## src/rtl/mips_pkg.sv

```systemverilog
// Shared MIPS datapath definitions: multiply/divide op codes, FSM states
// and the two's-complement conditional negate used on operands and results.
package mips_pkg;

    typedef enum logic [1:0] {
        MD_MULT  = 2'd0,
        MD_MULTU = 2'd1,
        MD_DIV   = 2'd2,
        MD_DIVU  = 2'd3
    } md_op_e;

    typedef enum logic [1:0] {
        MD_IDLE = 2'd0,
        MD_RUN  = 2'd1,
        MD_FIX  = 2'd2
    } md_state_e;

    localparam int MD_ITER = 32;

    function automatic logic [31:0] negate32(
        input logic [31:0] x,
        input logic        en
    );
        return en ? (~x + 32'd1) : x;
    endfunction

endpackage

```

## src/rtl/muldiv_unit.sv

```systemverilog
// Iterative MULT/MULTU/DIV/DIVU unit owning HI/LO.
// Works on magnitudes for 32 cycles, then sign-corrects and commits in FIX.
module muldiv_unit
    import mips_pkg::*;
#(
    parameter int WIDTH = 32
) (
    input  logic             clk,
    input  logic             rst,
    input  logic             start,
    input  logic [1:0]       op,
    input  logic [WIDTH-1:0] a,
    input  logic [WIDTH-1:0] b,
    input  logic             mthi,
    input  logic             mtlo,
    input  logic [WIDTH-1:0] wdata,
    output logic             busy,
    output logic             done,
    output logic [WIDTH-1:0] hi,
    output logic [WIDTH-1:0] lo
);

    md_state_e   state, nstate;
    logic [4:0]  cnt;
    logic [1:0]  opq;
    logic [63:0] acc;
    logic [31:0] mcand;
    logic        sgn_lo;
    logic        sgn_hi;
    logic        dz;

    logic        sgnd;
    logic [31:0] am, bm;
    logic [32:0] add33;
    logic [63:0] mul_nxt;
    logic [33:0] diff;
    logic [63:0] div_nxt;
    logic [63:0] prod;

    assign sgnd = ~op[0];
    assign am   = negate32(a, sgnd & a[31]);
    assign bm   = negate32(b, sgnd & b[31]);

    // acc[63:32] is the partial product / remainder, acc[31:0] the
    // shifting multiplier / dividend-into-quotient register.
    assign add33   = {1'b0, acc[63:32]} + {1'b0, mcand};
    assign mul_nxt = acc[0] ? {add33, acc[31:1]} : {1'b0, acc[63:1]};

    assign diff    = {1'b0, acc[63:31]} - {2'b00, mcand};
    assign div_nxt = diff[33] ? {acc[62:0], 1'b0}
                              : {diff[31:0], acc[30:0], 1'b1};

    assign prod = sgn_lo ? (~acc + 64'd1) : acc;

    always_comb begin
        nstate = state;
        unique case (state)
            MD_IDLE: if (start) nstate = MD_RUN;
            MD_RUN:  if (cnt == 5'(MD_ITER - 1)) nstate = MD_FIX;
            MD_FIX:  nstate = MD_IDLE;
            default: nstate = MD_IDLE;
        endcase
    end

    always_ff @(posedge clk or posedge rst) begin
        if (rst) begin
            state  <= MD_IDLE;
            cnt    <= '0;
            opq    <= '0;
            acc    <= '0;
            mcand  <= '0;
            sgn_lo <= 1'b0;
            sgn_hi <= 1'b0;
            dz     <= 1'b0;
            busy   <= 1'b0;
            done   <= 1'b0;
            hi     <= '0;
            lo     <= '0;
        end else begin
            state <= nstate;
            busy  <= (nstate != MD_IDLE);
            done  <= (state == MD_FIX);
            unique case (state)
                MD_IDLE: begin
                    if (mthi) hi <= wdata;
                    if (mtlo) lo <= wdata;
                    if (start) begin
                        opq    <= op;
                        cnt    <= '0;
                        sgn_lo <= sgnd & (a[31] ^ b[31]);
                        sgn_hi <= sgnd & a[31];
                        dz     <= (b == '0);
                        if (op[1]) begin
                            acc   <= {32'd0, am};
                            mcand <= bm;
                        end else begin
                            acc   <= {32'd0, bm};
                            mcand <= am;
                        end
                    end
                end
                MD_RUN: begin
                    acc <= opq[1] ? div_nxt : mul_nxt;
                    cnt <= cnt + 5'd1;
                end
                MD_FIX: begin
                    // Divide by zero leaves |a| in the remainder, so the
                    // sign-corrected HI is the raw dividend.
                    if (opq[1]) begin
                        lo <= dz ? '1 : negate32(acc[31:0], sgn_lo);
                        hi <= negate32(acc[63:32], sgn_hi);
                    end else begin
                        hi <= prod[63:32];
                        lo <= prod[31:0];
                    end
                end
                default: ;
            endcase
        end
    end

endmodule
```

## config.mk

```make
export PLATFORM = sky130hd
export DESIGN_NAME = muldiv_unit
export DESIGN_NICKNAME = d
export VERILOG_FILES = /design/src/rtl/mips_pkg.sv /design/src/rtl/muldiv_unit.sv
export SDC_FILE = /design/constraint.sdc
export NUM_CORES = 1
export LEC_CHECK = 0
export CORE_MARGIN = 5
export CORE_UTILIZATION = 57
export CTS_BUF_LIST = sky130_fd_sc_hd__clkbuf_2
export DETAILED_ROUTE_END_ITERATION = 10
export PLACE_DENSITY = 0.81
export SLEW_MARGIN = 15
export SYNTH_ARGS = -nofsm -noshare
export SYNTH_HDL_FRONTEND = slang
export SYNTH_SLANG_ARGS = --single-unit
export TNS_END_PERCENT = 1
```

## constraint.sdc

```tcl
create_clock -name clk -period 17.8 [get_ports clk]
set_input_delay 3.56 -clock clk [delete_from_list [all_inputs] [get_ports clk]]
set_output_delay 3.56 -clock clk [all_outputs]
set_load 0.05 [all_outputs]
```

### After elaboration in Yosys (flattened, before gate mapping)

Index checks and enable logic that the tools add are counted.

| word-level totals | value |
|---|---|
| register bits after elaboration | 174 |
| word-level logic and storage cells | 69 |
| bits of input ports | 103 |
| output and inout bits | 66 |

| cells by class | value |
|---|---|
| $add $sub $neg | 8 |
| muxes and demuxes | 24 |
| reduce and logical (&&, ||, !) cells | 9 |
| equal/unequal tests | 6 |
| bitwise gates (word level) | 10 |

Operators by type and width:

| operator | number |
|---|---|
| 32-bit two-way mux | 11 |
| 64-bit two-way mux | 5 |
| 32-bit by 1-bit adder with 32-bit output (second input constant) | 4 |
| 32-bit inverter | 4 |
| 32-bit case mux with 2 select lines | 2 |
| 64-bit case mux with 2 select lines | 1 |
| 64-bit by 1-bit adder with 64-bit output (second input constant) | 1 |
| 64-bit inverter | 1 |
| 33-bit by 32-bit subtractor with 34-bit output | 1 |
| 32-bit by 32-bit adder with 33-bit output | 1 |
| 32-bit logical NOT | 1 |
| 5-bit case mux with 2 select lines | 1 |
| 2-bit AND reduction | 4 |
| 2-bit != test (second input constant) | 3 |
| 2-bit nonzero test | 3 |
| 5-bit by 1-bit adder with 5-bit output (second input constant) | 1 |
| 5-bit == test (second input constant) | 1 |
| 5-bit two-way mux | 1 |
| 2-bit two-way mux | 2 |
| 2-bit case mux with 2 select lines | 1 |
| 1-bit bitwise AND | 3 |
| 2-bit by 1-bit == test with 1-bit output (second input constant) | 1 |
| 2-bit == test (second input constant) | 1 |
| 2-bit logical NOT | 1 |
| other kinds (2) | 2 |

### Depth between registers and ports, before layout

Gate-level depths: netlist (run 1).

| logic depth | value |
|---|---|
| word-level depth | 6 |
| depth in mapped cells | 14 |
| gate-level depth less buffers | 14 |

### Worst setup path before layout (run 1)

No wires, ideal clock.

| timing path | value |
|---|---|
| kind | input port to flip-flop |
| from | input port b[1] |
| to | register acc[26] |
| stages | 11 |
| path buffers | 0 |
| library setup time | 0.126 ns |
| required time | 17.674 ns |
| slack | 11.927 ns |
| data arrival time | 5.747 ns |
| path through | inv_1 ha_1 nand2b_1 or4_1 or3_1 nor4_4 nand2_2 o31ai_2 xor2_1 nor2_1 o32a_1 |

| between the ends | value |
|---|---|
| longest elaborated chain between the ends | 6 |

RTL lines:

| element | line | source |
|---|---|---|
| start: declaration | muldiv_unit.sv:13 | `input logic [WIDTH-1:0] b,` |
| 32-bit inverter | mips_pkg.sv:24 | `return en ? (~x + 32'd1) : x;` |
| 32-bit by 1-bit adder with 32-bit output | mips_pkg.sv:24 |  |
| 32-bit two-way mux | mips_pkg.sv:24 |  |
| 32-bit two-way mux | muldiv_unit.sv:93 | `if (op[1]) begin` |
| 64-bit two-way mux | muldiv_unit.sv:87 | `if (start) begin` |
| 64-bit case mux with 2 select lines | muldiv_unit.sv:83 | `unique case (state)` |
| end signal: assignment | muldiv_unit.sv:94 | `acc <= {32'd0, am};` |
| end signal: assignment | muldiv_unit.sv:97 | `acc <= {32'd0, bm};` |
| end signal: assignment | muldiv_unit.sv:103 | `acc <= opq[1] ? div_nxt : mul_nxt;` |
| end: declaration | muldiv_unit.sv:26 | `logic [63:0] acc;` |

No other way between the ends. The select of a mux whose other input is x is not followed.
A chain may end at the register's enable or synchronous reset.

### Worst setup path in the final report (run 1)

| timing path | value |
|---|---|
| from | input port a[5] |
| to | register acc[27] |

| between the ends | value |
|---|---|
| longest elaborated chain between the ends | 6 |

RTL lines:

| element | line | source |
|---|---|---|
| start: declaration | muldiv_unit.sv:12 | `input logic [WIDTH-1:0] a,` |
| 32-bit inverter | mips_pkg.sv:24 |  |
| 32-bit by 1-bit adder with 32-bit output | mips_pkg.sv:24 |  |
| 32-bit two-way mux | mips_pkg.sv:24 |  |
| 32-bit two-way mux | muldiv_unit.sv:93 |  |
| 64-bit two-way mux | muldiv_unit.sv:87 |  |
| 64-bit case mux with 2 select lines | muldiv_unit.sv:83 |  |

No other way between the ends. The select of a mux whose other input is x is not followed.

==> metrics.csv, run 1 <==
metric,value,unit
status,finished clean,
Hold Buf Count CTS,0,
num ports,169,
register area share after synthesis,0.285,
initial core utilization,0.581,
Tmin final,5.85,ns
setup TNS,0,ns
WP buf/inv,1,
fmax,171,MHz
unrepaired setup endpoints after global routing,false,
CORE AREA,26100,µm²
ys async rst share,1.00,
area delta synth->final,13.1,%
Critical Path Sink,acc[27],
kind of critical path,in2reg,
CP Max Fanout,5,
per-cell routed wire length,21.4,µm
worst r2r dst,acc[0],
TritonRoute pass-1 iters,8,
largest net degree at the start of global routing,91,
worst path required time,18.52,ns
Crit. End Element,flop,
Post-Syn Area,15200,µm²
post-synth top area share,0.285,
Leakage Power,0.00716,µW
"EDFF count, synth",0,
Overall Power,4000,µW
postcts setup bufs,0,
Die W,173,µm
Crit path max-delay family,simple AND/OR/NAND/NOR gates,
post-synth cell types,85,
clk_skew,0.0916,ns
via count,15549,
HPWL Detailed,39300,µm
clock sinks,173,
DR iter-0 viols,1893,
DRC errors left,0,
CTS tree,built,
GP Congestion,0.991,
syn_nets,2150,
Area contributors post-synth,"dfrtp_1 (29%), a21oi_1 (7.0%), nand2_1 (5.9%)",
Worst R2R Path Depth,12,
first-pass GRT wire length,79200,µm
Worst VDD drop,0.0914,mV
Die Y,173,µm
vias in the first global route,14126,
top_reg_cell synth,dfrtp_1,
most frequent cells in the layout,"nand2_1 (236), a21oi_1 (211), o21ai_0 (175), nor2_1 (174), dfrtp_1 (172)",
CTS buffer count,17,
crit-path cells,"clkdlybuf4s50_1, or4_4, nor4_4, nor4b_4, nand2_1, nor4_4, a21oi_1, xor2_1, a21boi_1, o221ai_1, o21a_1",
worst skew pair latency,0.86,ns
Post-CTS Resized,0,
period utilisation layout,0.329,
Fill cells,2296,
CP max-delay cell,or4_4,
RR Startpoint,acc[41],
"Slew Viols, Final",0,
Hold Fails Final Rpt,0,
"commonest non-fill, non-tap cell in the layout",nand2_1,
PD cells,233,nW/µm²
Synth Instances,1975,
CP arrival,6.58,ns
share of post-route cells with drive strength above 1,0.0482,
Syn. warnings,0,
root buffer cell,clkbuf_2,
FF-to-FF setup slack,13.85,ns
Startpoint Class,input port,
CP dominant cell by count,nor4_4,
antenna-violating nets left,0,
most area-hungry cell type in the Yosys netlist,dfrtp_1,
global route overflow,0,
Slew @ Worst Pin,1.10,ns
Crit path depth,11,
GR Util All Layers,0.327,
Std-Cell Rows,59,
syn avg cell area,7.68,µm²
H-tree Lvls,4,
worst-case clock buffer depth,2,
Final setup viols,0,
Critical Path Start,a[5],
Hold Path Class,reg2reg,
routed vias/inst,6.51,
clock transition at the registers of the reported paths,0.29,ns
Synth Register Bits,173,
Routed WL,51200,µm
die area,30000,µm²
Layout Nets,2214,
initial antenna violation count,1,
Worst path max stage delay,0.60,ns
Max Cap Viol,0,
Rel. slew slack,0.266,
PortBufs,168,
-- per-layer routing --
layer | up-vias | global-route usage | share of wire | wire length (µm)
met3 | 115 | 0.0655 | 0.10 | 5300
li1 | 7235 | - | - | -
met1 | 7329 | 0.467 | 0.42 | 21600
met5 | - | 0 | 0 | 0
met4 | 0 | 0.130 | 0.044 | 2270
met2 | 870 | 0.488 | 0.43 | 22000
-- cells by family (layout without fill, tap and decap cells) --
| group | after synthesis | in the layout | share of synthesized area |
|---|---|---|---|
| buffers and inverters | 196 | 273 | 0.0503 |
| AOI/OAI and AO/OA | 696 | 696 | 0.281 |
| other | 0 | 2 | 0 |
| and+or+nand+nor | 622 | 622 | 0.194 |
| adders and majority gates | 72 | 72 | 0.0604 |
| xor gates and xnor gates | 169 | 169 | 0.0976 |
| DFF | 173 | 173 | 0.285 |
| muxes | 47 | 47 | 0.0318 |
-- worst min path at each step --
stage / slack, ns / cells after the start / start / to
final: 0.53 / 2 / lo[20] / lo[20]
after global routing: 0.55 / 2 / lo[31] / lo[31]
after CTS: 0.53 / 1 / cnt[0] / cnt[0]
after detailed placement: 0.47 / 2 / lo[5] / lo[5]
after global placement: 0.46 / 2 / lo[2] / lo[2]
after floorplan: 0.45 / 1 / cnt[3] / cnt[3]
-- worst reg2reg max path, stage by stage (launching register included) --
cell and delay [ns]:
dfrtp_1 0.59, ha_1 0.46, a21o_1 0.25, a31oi_1 0.19, o22ai_1 0.11, or3_1 0.32, o21ai_0 0.23, a21o_1 0.39
buf_4 0.48, nand2b_1 0.38, o21ai_0 0.15, a21oi_1 0.17, o21ai_0 0.10
-- flip-flops by register name, indices dropped and copies added (netlist names) --
| name | count |
|---|---|
| hi | 32 |
| state | 2 |
| sgn_lo | 1 |
| opq | 1 |
| dz | 1 |
| done | 1 |
| acc | 64 |
| mcand | 32 |
| busy | 1 |
| sgn_hi | 1 |
| lo | 32 |
| cnt | 5 |
-- cell usage after synthesis (21+ instances only) --
cell and count:
nand2_1 237, a21oi_1 211, o21ai_0 175, nor2_1 174
dfrtp_1 173, clkbuf_1 120, xnor2_1 101, ha_1 70
xor2_1 68, inv_1 58, a21o_1 42, o21ai_1 38
mux2i_1 37, nor3_1 37, o22ai_1 33, nand2b_1 23
nor2b_1 23, or3_1 22, a31oi_1 21
-- per-stage QoR --
step	hold WS [ns]	instances	utilization	cell area, µm²	worst slack, ns
after global placement	0.462	2354	0.645	16900	10.93
after floorplan	0.449	1975	-	15200	9.55
after detailed placement	0.474	2354	0.645	16900	10.85
final	0.530	2389	0.657	17200	11.95
after CTS	0.526	2386	0.655	17100	11.70
after global routing	0.546	2388	0.657	17200	11.78
-- area by class of cell --
type                       count  area (µm²)  area share
sequential                   173        4330       0.252
antenna                        2        5.00    0.000292
clock buffer                  17        85.1     0.00496
inverter                      59         226      0.0132
tap                          335         419      0.0244
multi-input combinational   1606       10100       0.589
timing repair buffer         182        1810       0.105
clock inverter                15         184      0.0107
-- power breakdown --
part           internal, µW  switching [µW]
Sequential              588             340
Clock                  50.9             182
Combinational          1130            1700
Total                  1770            2230
No activity file was read; power rests on OpenSTA's default activity.
==> run 2: changes to the inputs <==
--- a/config.mk
+++ b/config.mk
@@ -6,10 +6,10 @@
 export NUM_CORES = 1
 export LEC_CHECK = 0
 export CORE_MARGIN = 5
-export CORE_UTILIZATION = 57
+export CORE_UTILIZATION = 54
 export CTS_BUF_LIST = sky130_fd_sc_hd__clkbuf_2
 export DETAILED_ROUTE_END_ITERATION = 10
-export PLACE_DENSITY = 0.81
+export PLACE_DENSITY = 0.8
 export SLEW_MARGIN = 15
 export SYNTH_ARGS = -nofsm -noshare
 export SYNTH_HDL_FRONTEND = slang
==> constraint.sdc (replaced) <==
create_clock -name clk -period 4.9 [get_ports clk]
set_input_delay 0.98 -clock clk [delete_from_list [all_inputs] [get_ports clk]]
set_output_delay 0.98 -clock clk [all_outputs]
set_load 0.05 [all_outputs]
==> run 2 against run 1 <==
Effect of this change: clock skew grew 0.015 ns; global-route usage is 1.1 points lower; final area up 0.93%; sequential share of layout area shrank 0.23 points; hold slack worse by 0.026 ns; power rose to 3.7 times the previous value; critical endpoint is now acc[62].
==> metrics.csv, run 2 (synthesized netlist as in run 1, its figures left out) <==
metric,value,unit,change
status,finished clean,,
HPWL Detailed,39500,µm,+0.56%
clk_skew,0.107,ns,+0.0154 ns
DR iter-0 viols,1811,,-4.3%
worst r2r dst,acc[62],,
Post-CTS Resized,0,,unchanged
DRC errors left,0,,unchanged
Overall Power,14600,µW,+270%
worst path required time,5.63,ns,-12.89 ns
Fill cells,2517,,+9.6%
"commonest non-fill, non-tap cell in the layout",nand2_1,,
kind of critical path,reg2reg,,
via count,15469,,-0.51%
CTS buffer count,17,,unchanged
final instance area,17300,µm²,+0.93%
routed vias/inst,6.33,,-2.7%
period utilisation layout,0.795,,
clock sinks,173,,unchanged
unrepaired setup endpoints after global routing,false,,
fmax,257,MHz,
Final setup viols,0,,unchanged
worst hold path depth,1,,-1
CP max-delay cell,dfrtp_1,,
Hold Path Class,reg2reg,,
die area,31600,µm²,+5.2%
H-tree Lvls,4,,unchanged
first-pass GRT wire length,78400,µm,-1.1%
switching share of power,0.555,,-0.00202
Worst R2R Path Depth,14,,+2
largest net degree at the start of global routing,82,,-9.9%
CORE AREA,27800,µm²,+6.3%
Die Y,178,µm,+2.6%
Leakage Power,0.00721,µW,+0.75%
Max Cap Viol,0,,unchanged
CP Max Fanout,5,,unchanged
Hold Buf Count CTS,0,,unchanged
TritonRoute pass-1 iters,5,,-3
hold_sp,cnt[3],,
FF/Latch Area,4330,µm²,unchanged
worst-case clock buffer depth,2,,unchanged
num ports,169,,unchanged
Worst VDD drop,0.301,mV,+230%
Worst path max stage delay,0.54,ns,-0.06 ns
Slew @ Worst Pin,1.13,ns,+0.0306 ns
per-cell routed wire length,20.9,µm,-2.2%
setup TNS,0,ns,unchanged
Tmin final,3.89,ns,
PD cells,843,nW/µm²,+260%
non-filler instance count after layout,2443,,+2.3%
CP arrival,4.62,ns,-1.96 ns
Hold Slack,0.504,ns,-0.0262 ns
share of post-route cells with drive strength above 1,0.0533,,+0.00505
initial antenna violation count,1,,unchanged
area delta synth->final,14.2,%,
WP buf/inv,2,,+1
Hold Fails Final Rpt,0,,unchanged
RR Startpoint,acc[31],,
GR Util All Layers,0.316,,-0.0110
FF-to-FF setup slack,1.01,ns,-12.84 ns
root buffer cell,clkbuf_2,,
PortBufs,168,,unchanged
switching power,8100,µW,+260%
Crit path max-delay family,compound AO/OA/AOI/OAI gates,,
Routed WL,51100,µm,about the same
most frequent cells in the layout,"nand2_1 (236), a21oi_1 (211), o21ai_0 (175), nor2_1 (174), dfrtp_1 (172)",,
Reg power frac,0.227,,-0.005
global route overflow,0,,unchanged
Reg with most FFs,acc,,
worst skew pair latency,0.86,ns,about the same
Std-Cell Rows,61,,+3.4%
# placed instances,2410,,+2.4%
initial core utilization,0.546,,-0.0345
Layout Nets,2226,,+0.54%
Die W,178,µm,+2.6%
Rel. slew slack,0.246,,-0.0202
clock share of power,0.060,,+0.002
postcts setup bufs,0,,unchanged
Post-DP Area,17000,µm²,+1.0%
area of the multi-input gates,10100,µm²,about the same
crit-path cells,"inv_1, ha_1, inv_1, fa_1, a21oi_1, nor2_1, o31a_1, o21ai_0, a31o_2, o21ai_0, a221oi_1, xor2_1, o2111a_1, a221oi_1",,
P_int,6510,µW,+270%
GP Congestion,0.996,,+0.56%
vias in the first global route,13849,,-2.0%
clock transition at the registers of the reported paths,0.35,ns,+0.06 ns
worst hold endpoint,cnt[3],,
CTS tree,built,,
Startpoint Class,flop,,
antenna-violating nets left,0,,unchanged
Crit. End Element,flop,,
max reg flops,64,,unchanged
Comb pwr share,0.713,,+0.003
"Slew Viols, Final",0,,unchanged
[run 2: cell types whose count changed in the layout (fill, tap and decap cells not counted), sizes merged]
cell / before / now
clkinv: 9 / 10
diode: 2 / 1
clkinvlp: 0 / 1
buf: 15 / 27
inv: 65 / 63
[run 2: layer usage]
layer | share of wire | up-vias | routed length (µm) | global-route usage
li1 | - | 7243 | - | -
met1 | 0.43 | 7308 | 21900 | 0.449
met2 | 0.43 | 801 | 22100 | 0.471
met3 | 0.097 | 117 | 4960 | 0.0660
met4 | 0.043 | 0 | 2200 | 0.125
met5 | 0 | - | 0 | 0
[run 2: worst max-delay path by stage]
stage                       start  endpoint  slack, ns  cells past startpoint
final                     acc[31]   acc[62]       1.01                     14
after global routing      acc[32]   acc[57]       0.81                     13
after CTS                 acc[32]   acc[57]       1.07                     13
after detailed placement     a[5]   acc[27]       0.84                     11
after global placement       a[5]   acc[27]       0.93                     11
after floorplan              b[1]   acc[26]       1.61                     11
[run 2: cell type report]
type | instances | area share
diodes | 1 | 0.000144
clock buffers | 17 | 0.00491
clock inverters | 15 | 0.0121
inverters | 59 | 0.0130
multi-input cells | 1606 | 0.583
flip-flops and latches | 173 | 0.250
well taps | 378 | 0.0273
repair buffers | 194 | 0.109
[run 2: worst register-to-register path, stage by stage, from the launching register on]
cell      delay, ns
dfrtp_1        0.54
inv_1          0.18
ha_1           0.21
inv_1          0.06
fa_1           0.39
a21oi_1        0.22
nor2_1         0.09
o31a_1         0.30
o21ai_0        0.34
a31o_2         0.26
o21ai_0        0.21
a221oi_1       0.44
xor2_1         0.16
o2111a_1       0.26
a221oi_1       0.22
[run 2: power by group through the flow]
stage	clock (µW)	sequential [µW]	combinational (µW)
after detailed placement	0	3290	10200
final	877	3320	10400
after global routing	941	3380	11300
after floorplan	0	3580	7040
after CTS	878	3260	10200
after global placement	0	3270	10000
[run 2: per-stage QoR]
stage / util / setup slack, ns
floorplan: - / 1.61
global placement: 0.613 / 0.933
detailed placement: 0.613 / 0.839
CTS: 0.624 / 1.07
global route: 0.624 / 0.806
finish: 0.624 / 1.01
